### config.mk
export PLATFORM = sky130hd
export DESIGN_NAME = alu_control_fsm
export DESIGN_NICKNAME = d
export VERILOG_FILES = /design/src/rtl/alu_control_fsm.sv
export SDC_FILE = /design/constraint.sdc
export NUM_CORES = 1
export LEC_CHECK = 0
export ABC_AREA = 1
export CAP_MARGIN = 20
export CORE_ASPECT_RATIO = 0.5
export CORE_UTILIZATION = 44
export DETAILED_ROUTE_END_ITERATION = 8
export PLACE_DENSITY_LB_ADDON = 0.3
export RECOVER_POWER = 25
export SLEW_MARGIN = 20
export SYNTH_ARGS = -nofsm -noshare
export SYNTH_HDL_FRONTEND = slang
export SYNTH_SLANG_ARGS = --single-unit
### constraint.sdc
create_clock -name CLK -period 1.4 [get_ports CLK]
set_input_delay 0.14 -clock CLK [delete_from_list [all_inputs] [get_ports CLK]]
set_output_delay 0.14 -clock CLK [all_outputs]
set_load 0.01 [all_outputs]
### src/rtl/alu_control_fsm.sv
// rtl/alu_control_fsm.sv - multi-cycle instruction sequencer driving the 8-bit ALU datapath
module alu_control_fsm #(
  parameter int EXEC_CYCLES = 1,
  parameter int REG_ADDR_W  = 3
) (
  input  logic                  CLK,
  input  logic                  RESET,
  input  logic [31:0]           INSTR,
  input  logic                  INSTR_VALID,
  output logic                  INSTR_READY,
  input  logic                  ZERO,
  output logic [REG_ADDR_W-1:0] READREG1,
  output logic [REG_ADDR_W-1:0] READREG2,
  output logic [REG_ADDR_W-1:0] WRITEREG,
  output logic [7:0]            IMMEDIATE,
  output logic [2:0]            ALUOP,
  output logic                  IMM_SEL,
  output logic                  NEG_SEL,
  output logic                  WRITEENABLE,
  output logic                  PC_UPDATE,
  output logic                  BRANCH_TAKEN,
  output logic [7:0]            OFFSET,
  output logic                  ILLEGAL
);

  typedef enum logic [2:0] {
    S_FETCH  = 3'd0,
    S_DECODE = 3'd1,
    S_EXEC   = 3'd2,
    S_WB     = 3'd3,
    S_RETIRE = 3'd4
  } state_t;

  localparam logic [3:0] EXEC_LAST = 4'(EXEC_CYCLES - 1);

  state_t      state;
  state_t      state_nxt;
  logic [31:0] ir;
  logic [3:0]  exec_cnt;

  // Decoded opcode fields, captured at the end of DECODE
  logic [2:0]  aluop_q;
  logic        imm_sel_q;
  logic        neg_sel_q;
  logic        writes_q;
  logic        jump_q;
  logic        beq_q;
  logic        zero_q;

  // Combinational opcode decode of the held instruction
  logic [2:0]  dec_aluop;
  logic        dec_imm_sel;
  logic        dec_neg_sel;
  logic        dec_writes;
  logic        dec_jump;
  logic        dec_beq;
  logic        dec_legal;

  // Upper bits of the SRC1 byte are dropped by address truncation
  logic        unused_src1_hi;
  assign unused_src1_hi = ^ir[15:8];

  // Operand fields come straight from IR, so they hold for the whole instruction
  assign READREG1  = ir[8  +: REG_ADDR_W];
  assign READREG2  = ir[0  +: REG_ADDR_W];
  assign WRITEREG  = ir[16 +: REG_ADDR_W];
  assign IMMEDIATE = ir[7:0];
  assign OFFSET    = ir[23:16];
  assign ALUOP     = aluop_q;
  assign IMM_SEL   = imm_sel_q;
  assign NEG_SEL   = neg_sel_q;

  // Opcode table: ALU select, operand muxing and retire kind
  always_comb begin
    dec_aluop   = 3'b000;
    dec_imm_sel = 1'b0;
    dec_neg_sel = 1'b0;
    dec_writes  = 1'b0;
    dec_jump    = 1'b0;
    dec_beq     = 1'b0;
    dec_legal   = 1'b1;
    case (ir[31:24])
      8'h00: begin dec_imm_sel = 1'b1; dec_writes = 1'b1; end
      8'h01: dec_writes = 1'b1;
      8'h02: begin dec_aluop = 3'b001; dec_writes = 1'b1; end
      8'h03: begin dec_aluop = 3'b001; dec_neg_sel = 1'b1; dec_writes = 1'b1; end
      8'h04: begin dec_aluop = 3'b010; dec_writes = 1'b1; end
      8'h05: begin dec_aluop = 3'b011; dec_writes = 1'b1; end
      8'h06: dec_jump = 1'b1;
      8'h07: begin dec_aluop = 3'b001; dec_neg_sel = 1'b1; dec_beq = 1'b1; end
      default: dec_legal = 1'b0;
    endcase
  end

  // State register
  always_ff @(posedge CLK) begin
    if (!RESET) begin
      state <= S_FETCH;
    end else begin
      state <= state_nxt;
    end
  end

  // Instruction register, decode capture, EXEC hold counter and ZERO sample
  always_ff @(posedge CLK) begin
    if (!RESET) begin
      ir        <= 32'h0;
      exec_cnt  <= 4'd0;
      aluop_q   <= 3'b000;
      imm_sel_q <= 1'b0;
      neg_sel_q <= 1'b0;
      writes_q  <= 1'b0;
      jump_q    <= 1'b0;
      beq_q     <= 1'b0;
      zero_q    <= 1'b0;
    end else begin
      if (state == S_FETCH && INSTR_VALID) begin
        ir <= INSTR;
      end
      if (state == S_DECODE) begin
        aluop_q   <= dec_aluop;
        imm_sel_q <= dec_imm_sel;
        neg_sel_q <= dec_neg_sel;
        writes_q  <= dec_writes;
        jump_q    <= dec_jump;
        beq_q     <= dec_beq;
      end
      if (state == S_EXEC) begin
        if (exec_cnt == EXEC_LAST) begin
          exec_cnt <= 4'd0;
          zero_q   <= ZERO;
        end else begin
          exec_cnt <= exec_cnt + 4'd1;
        end
      end
    end
  end

  // Next-state and strobe outputs; strobes are forced low while reset is held
  always_comb begin
    state_nxt    = state;
    INSTR_READY  = 1'b0;
    WRITEENABLE  = 1'b0;
    PC_UPDATE    = 1'b0;
    BRANCH_TAKEN = 1'b0;
    ILLEGAL      = 1'b0;
    case (state)
      S_FETCH: begin
        INSTR_READY = RESET;
        if (INSTR_VALID) state_nxt = S_DECODE;
      end
      S_DECODE: begin
        ILLEGAL   = RESET & ~dec_legal;
        state_nxt = dec_legal ? S_EXEC : S_RETIRE;
      end
      S_EXEC: begin
        if (exec_cnt == EXEC_LAST) state_nxt = writes_q ? S_WB : S_RETIRE;
      end
      S_WB: begin
        WRITEENABLE = RESET;
        PC_UPDATE   = RESET;
        state_nxt   = S_FETCH;
      end
      S_RETIRE: begin
        PC_UPDATE    = RESET;
        BRANCH_TAKEN = RESET & (jump_q | (beq_q & zero_q));
        state_nxt    = S_FETCH;
      end
      default: state_nxt = S_FETCH;
    endcase
  end

endmodule

==> out/metrics.cfg, run 1 <==
[status]
status = finished clean

[cts]
ctsHtreeMaxLevel = 2
ctsHoldBuffers = 0
cts_tree = built
clock_latency_ns = 0.29
path_clk_slew_ns = 0.08
clock_path_buffers = 2
clock-sinks = 42
cts.root.buffer_cell = clkbuf_8
cts_buffers = 5

[critical_path]
regToRegSetupSlack_ns = 0.10
crit_arrival_ns = 1.26
cp-endpoint = BRANCH_TAKEN
worstSetupEndpointType = output port
cp-start-kind = flop
reg2reg_depth = 7
reg2reg_from = exec_cnt[0]$_SDFFE_PN0N_
crit_fanout = 4
worstSetupPathType = flop to output port
crit_path_start = state[1]$_SDFFE_PN0P_
cp.required_ns = 1.26
reg2reg_to = state[2]$_SDFFE_PN0P_

[finish]
fillers = 340
drive_gt1_share_pct = 13.2
area_delta_synth_final_pct = 34.8
antennaDiodeCount = 0
final_nets = 342
postLayoutCoreUtil_pct = 64.9
seq_area_um2 = 843
multi_input_area_um2 = 741

[placed_design]
gp_congestion = 0.944
hpwl_um = 3050
port_buffers = 64
dpl_worst_slack_ns = -0.355

[synthesis]
netlist_area_um2 = 1970
syn-instance-count = 257
yosysTopAreaCellShare_pct = 42.8
yosys_most_used_dff = dfxtp_1
synth_area_leaders = dfxtp_1, a21oi_1, buf_4
ys_seq_elements = 42
synth_nets = 295
yosysWarnings = 0
yosysMostFrequentCell = dfxtp_1
synth_enable_flop_cells = 0
yosysUniqueCellTypes = 26
avgSynthCellArea_um2 = 7.65
synth.yosys.seq_area_share_pct = 42.8
async_flop_share_pct = 0
synth.largest_area_cell = dfxtp_1
ys_top_cells_by_count = dfxtp_1, a21oi_1, inv_1

[drt]
wl_met3_um = 216
top_layer = met4
drt_wl_total_um = 4250
wire_per_inst_um = 11.9
vias_per_cell = 4.84
drtIter0Drc = 56
drt-pass1-iter-count = 4
wl_met2_um = 2030
dr_total_vias = 1732
drc = 0
wl_met1_um = 1960
postRouteAntennaNets = 0

[job]
drv_cap = 0

[timing]
drv_slew = 0
min_period_over_period_pct = 99.7
fin_worst_skew_ns = 0.00934
setup_violations = 0
setup_ws_ns = 0.00372
rsz0062_at_grt = true
hold_violations = 0
fmax_mhz = 716
fin_crit_ns = 1.40

[grt]
overflow = 0
grt_max_degree = 33
grt_pass1_vias = 1674
antenna_found_initial = 0
grt_pass1_wl_um = 7010
grt_usage_pct = 19.3

[power]
power_per_cell_area_nw_per_um2 = 1240
peakVddDrop_mv = 0.721
leakagePower_nw = 1.06

[floorplan]
die-area_um2 = 4750
start_util_pct = 48.1
die_h_um = 49.3
die_w_um = 96.5
row_count = 16
core_area_um2 = 4080
ios = 71

[min_path]
min-delay-path-class = primary input to flop

==> state kept, by name (all words and copies together) (netlist names) <==
signal    count
ALUOP         2
state         3
exec_cnt      4
IMM_SEL       1
beq_q         1
ir           27
jump_q        1
NEG_SEL       1
writes_q      1
zero_q        1
==> report_power, final <==
part           total [mW]  internal (mW)  leakage (nW)  switching (mW)
clock network       0.980          0.571        0.0573           0.409
registers            1.42           1.33         0.347          0.0892
logic               0.891          0.459         0.659           0.432
==> worst max-delay path, stage by stage (launching register included) <==
cell and delay (ns):
dfxtp_2 0.36, nor2_2 0.13, nand3_1 0.12, nor2_1 0.12
clkdlybuf4s15_2 0.23
==> metal layers <==
metal,vias up,GRT usage [%]
li1,897,-
met2,48,32.9
met3,4,6.07
met4,0,9.07
met1,783,21.9
met5,-,0
==> cells in the final DEF, fill, tap and decap left out <==
master and instances:
a21oi_1 39, a31oi_1 1, buf_12 2, buf_2 1, buf_4 9, bufinv_16 1
clkbuf_2 1, clkbuf_8 6, clkdlybuf4s15_2 2, clkdlybuf4s50_1 58, conb_1 1, dfxtp_1 40
dfxtp_2 2, dlygate4sd2_1 2, ha_1 2, inv_1 35, inv_2 4, nand2_1 21
nand2_2 1, nand2_4 1, nand3_1 6, nand3_2 1, nand3_4 1, nand4_1 2
nor2_1 16, nor2_2 4, nor2_4 2, nor3_2 1, nor3b_2 1, nor4_1 1
o21ai_0 13, o21ai_1 25, xnor2_1 1, xor2_1 1
==> what timing repair did <==
action / CTS / global route
pin swaps: 2 / 0
hold endpoints to repair: 0 / 0
endpoints found under the setup margin: 5 / 6
setup buffers: 0 / 0
resized for setup: 17 / 6
==> worst min path at each step <==
stage / start / endpoint / slack [ns] / depth (start not counted)
global route: ZERO / zero_q$_SDFFE_PN0P_ / 0.44 / 3
finish: ZERO / zero_q$_SDFFE_PN0P_ / 0.42 / 3
CTS: ZERO / zero_q$_SDFFE_PN0P_ / 0.42 / 3
detailed placement: ir[19]$_SDFFE_PN0P_ / ir[19]$_SDFFE_PN0P_ / 0.44 / 2
global placement: ir[20]$_SDFFE_PN0P_ / ir[20]$_SDFFE_PN0P_ / 0.43 / 2
floorplan: ZERO / zero_q$_SDFFE_PN0P_ / 0.30 / 2
==> final cells by class <==
class | count | area share [%]
clock buffers | 6 | 3.12
clock inverters | 1 | 1.13
inverters | 39 | 5.53
multi-input cells | 141 | 28.0
flip-flops and latches | 42 | 31.8
well taps | 54 | 2.55
repair buffers | 75 | 27.9
==> through the flow <==
step	std cells	TNS (ns)	cell area, µm²	power (mW)	hold slack, ns
6_report	358	0	2650	3.29	0.418
3_3_place_gp	351	-1.21	2530	2.29	0.431
2_1_floorplan	257	0	1970	2.00	0.304
5_1_grt	358	-0.103	2650	3.47	0.439
3_5_place_dp	351	-1.30	2530	2.32	0.438
4_1_cts	358	0	2650	3.30	0.417
==> cells by family after synthesis <==
family / after synthesis / share of synthesized area [%]
other: 1 / 0.191
AOI/OAI and AO/OA: 78 / 19.9
and+or+nand+nor: 58 / 14.5
adders and majority gates: 2 / 1.27
xor gates and xnor gates: 2 / 0.891
buffers and inverters: 74 / 20.4
DFF: 42 / 42.8
Power figures use the tool's default switching activity.
==> inputs of run 2 (changes only) <==
Settings changed: CELL_PAD_IN_SITES_DETAIL_PLACEMENT from default to 0, CELL_PAD_IN_SITES_GLOBAL_PLACEMENT from default to 1, CORE_UTILIZATION 44 to 31.
==> run 2 against run 1 <==
  * Routed wire length fell by 1.9%
  * Critical path depth did not move
  * Core utilization fell by 20 points
  * Worst hold slack improved by 0.022 ns
  * Register-to-register slack got worse by 0.05 ns
  * Die area rose by 41%
  * Combinational power fell by 1%
  * Critical path type unchanged
  * Critical endpoint is now ILLEGAL
  * Highest routed layer unchanged
==> out/metrics.cfg, run 2 (synthesis results as in run 1) <==
[drt]
postRouteAntennaNets = 0
drc = 0
dr_total_vias = 1669
drtIter0Drc = 47
drt-pass1-iter-count = 4
vias_per_cell = 4.23
wire_per_inst_um = 10.6
drt_wl_total_um = 4170

[critical_path]
regToRegSetupSlack_ns = 0.05
cp.required_ns = 1.26
slowest_delay_ns = 0.35
reg2reg_depth = 6
crit_arrival_ns = 1.23
reg2reg_from = state[0]$_SDFFE_PN0P_
path_delay_family = flip-flops
crit_fanout = 4
crit_cells = 4
worstSetupEndpointType = output port
crit_buf_inv = 2
crit_chain = inv_1, nand3_2, nor3_2, clkdlybuf4s15_2
worstSetupPathType = flop to output port
cp_slowest_cell = dfxtp_2
reg2reg_to = state[2]$_SDFFE_PN0P_
cp-start-kind = flop
crit_path_start = state[1]$_SDFFE_PN0P_

[timing]
rsz0062_at_grt = true
setup-tns-final_ns = 0
hold_slack_ns = 0.440
min_period_over_period_pct = 97.8
fin_worst_skew_ns = 0.00454
hold_violations = 0
setup_violations = 0
drv_slew = 0
fin_crit_ns = 1.37
fmax_mhz = 731

[job]
drv_cap = 0

[min_path]
hold_depth = 3
hold_end = zero_q$_SDFFE_PN0P_
min_from = ZERO
min-delay-path-class = primary input to flop

[placed_design]
port_buffers = 64
dp.cells = 387
hpwl_um = 3040
gp_congestion = 0.768

[finish]
final_nets = 344
fin_cells = 395
antennaDiodeCount = 0
multi_input_area_um2 = 731
top_register = ir
area_delta_synth_final_pct = 39.6
largestRegisters = ir x27, exec_cnt x4, state x3
largest_reg_flops = 27
seq_area_um2 = 842
drive_gt1_share_pct = 12.4
fillers = 624
layout_commonest_cell = clkdlybuf4s50_1
final_cell_mix = clkdlybuf4s50_1, dfxtp_1, a21oi_1, inv_1, o21ai_1

[cts]
clock_latency_ns = 0.29
clock_path_buffers = 2
ctsHtreeMaxLevel = 2
path_clk_slew_ns = 0.06
cts.root.buffer_cell = clkbuf_16
cts_setup_buffers = 0
cts_buffers = 5
clock-sinks = 42
cts_tree = built

[floorplan]
row_count = 20
ios = 71
die_w_um = 115
core_area_um2 = 6080
start_util_pct = 32.3
die-area_um2 = 6680
die_h_um = 58.3

[power]
peakVddDrop_mv = 0.376
power_per_cell_area_nw_per_um2 = 1320
power_mw = 3.63
leakagePower_nw = 1.09

[grt]
grt_pass1_vias = 1581
grt_pass1_wl_um = 6920
grt_usage_pct = 13.6
antenna_found_initial = 0
overflow = 0
grt_max_degree = 32

[status]
status = finished clean

-- run 2: cell count changes in the layout (fill, tap and decap cells not counted), sizes merged --
cell,previous run,this run
clkinvlp,0,2
clkdlybuf4s25,0,1
clkbuf,7,9
clkdlybuf4s50,58,57
clkdlybuf4s15,2,1
-- run 2: through the flow --
step | setup WS [ns] | util [%] | cell area (µm²)
4_1_cts | -0.00756 | 45.3 | 2760
3_5_place_dp | -0.316 | 42.5 | 2580
6_report | 0.0312 | 45.1 | 2740
2_1_floorplan | 0.268 | - | 1970
5_1_grt | -0.0532 | 45.1 | 2740
3_3_place_gp | -0.342 | 42.5 | 2580
-- run 2: worst min-delay path, delay by kind of cell --
family | cells | cell delay [ns]
buf+inv | 1 | 0.40
simple gates | 1 | 0.08
compound gates | 1 | 0.06
-- run 2: layer usage --
metal / vias up / share of wire, % / wire, µm / global-route usage (%)
li1: 897 / - / - / -
met1: 735 / 48 / 2000 / 15.8
met2: 31 / 46 / 1930 / 23.3
met3: 6 / 3.5 / 146 / 3.81
met4: 0 / 2.1 / 88 / 7.79
met5: - / 0 / 0 / 0
-- run 2: how the worst max path moves through the flow --
stage	to	slack, ns
2_1_floorplan	state[2]$_SDFFE_PN0P_	0.27
3_3_place_gp	ILLEGAL	-0.34
3_5_place_dp	ILLEGAL	-0.32
4_1_cts	ILLEGAL	-0.008
5_1_grt	ILLEGAL	-0.05
6_report	ILLEGAL	0.03
-- run 2: where the power goes --
part	internal, mW	total [mW]	switching (mW)
sequential	1.33	1.41	0.0819
clock	0.841	1.34	0.495
combinational	0.459	0.881	0.422
total	2.63	3.63	0.999
-- run 2: final cells by class --
type / count / share of cell area (%)
well taps: 88 / 4.01
repair buffers: 77 / 27.1
flip-flops and latches: 42 / 30.7
multi-input cells: 141 / 26.6
clock inverters: 3 / 1.64
inverters: 39 / 5.34
clock buffers: 5 / 4.56
-- run 2: repair_timing --
| action | CTS | global route |
|---|---|---|
| resized for setup | 11 | 9 |
| pin swaps | 1 | 0 |
| hold buffers | 0 | 0 |
| setup endpoints to repair | 5 | 5 |
==> inputs of run 3 (changes only) <==
Settings changed: CAP_MARGIN 20 to 40.
==> results of run 3 <==
No change in the layout: final DEF, timing and power equal those of run 2.
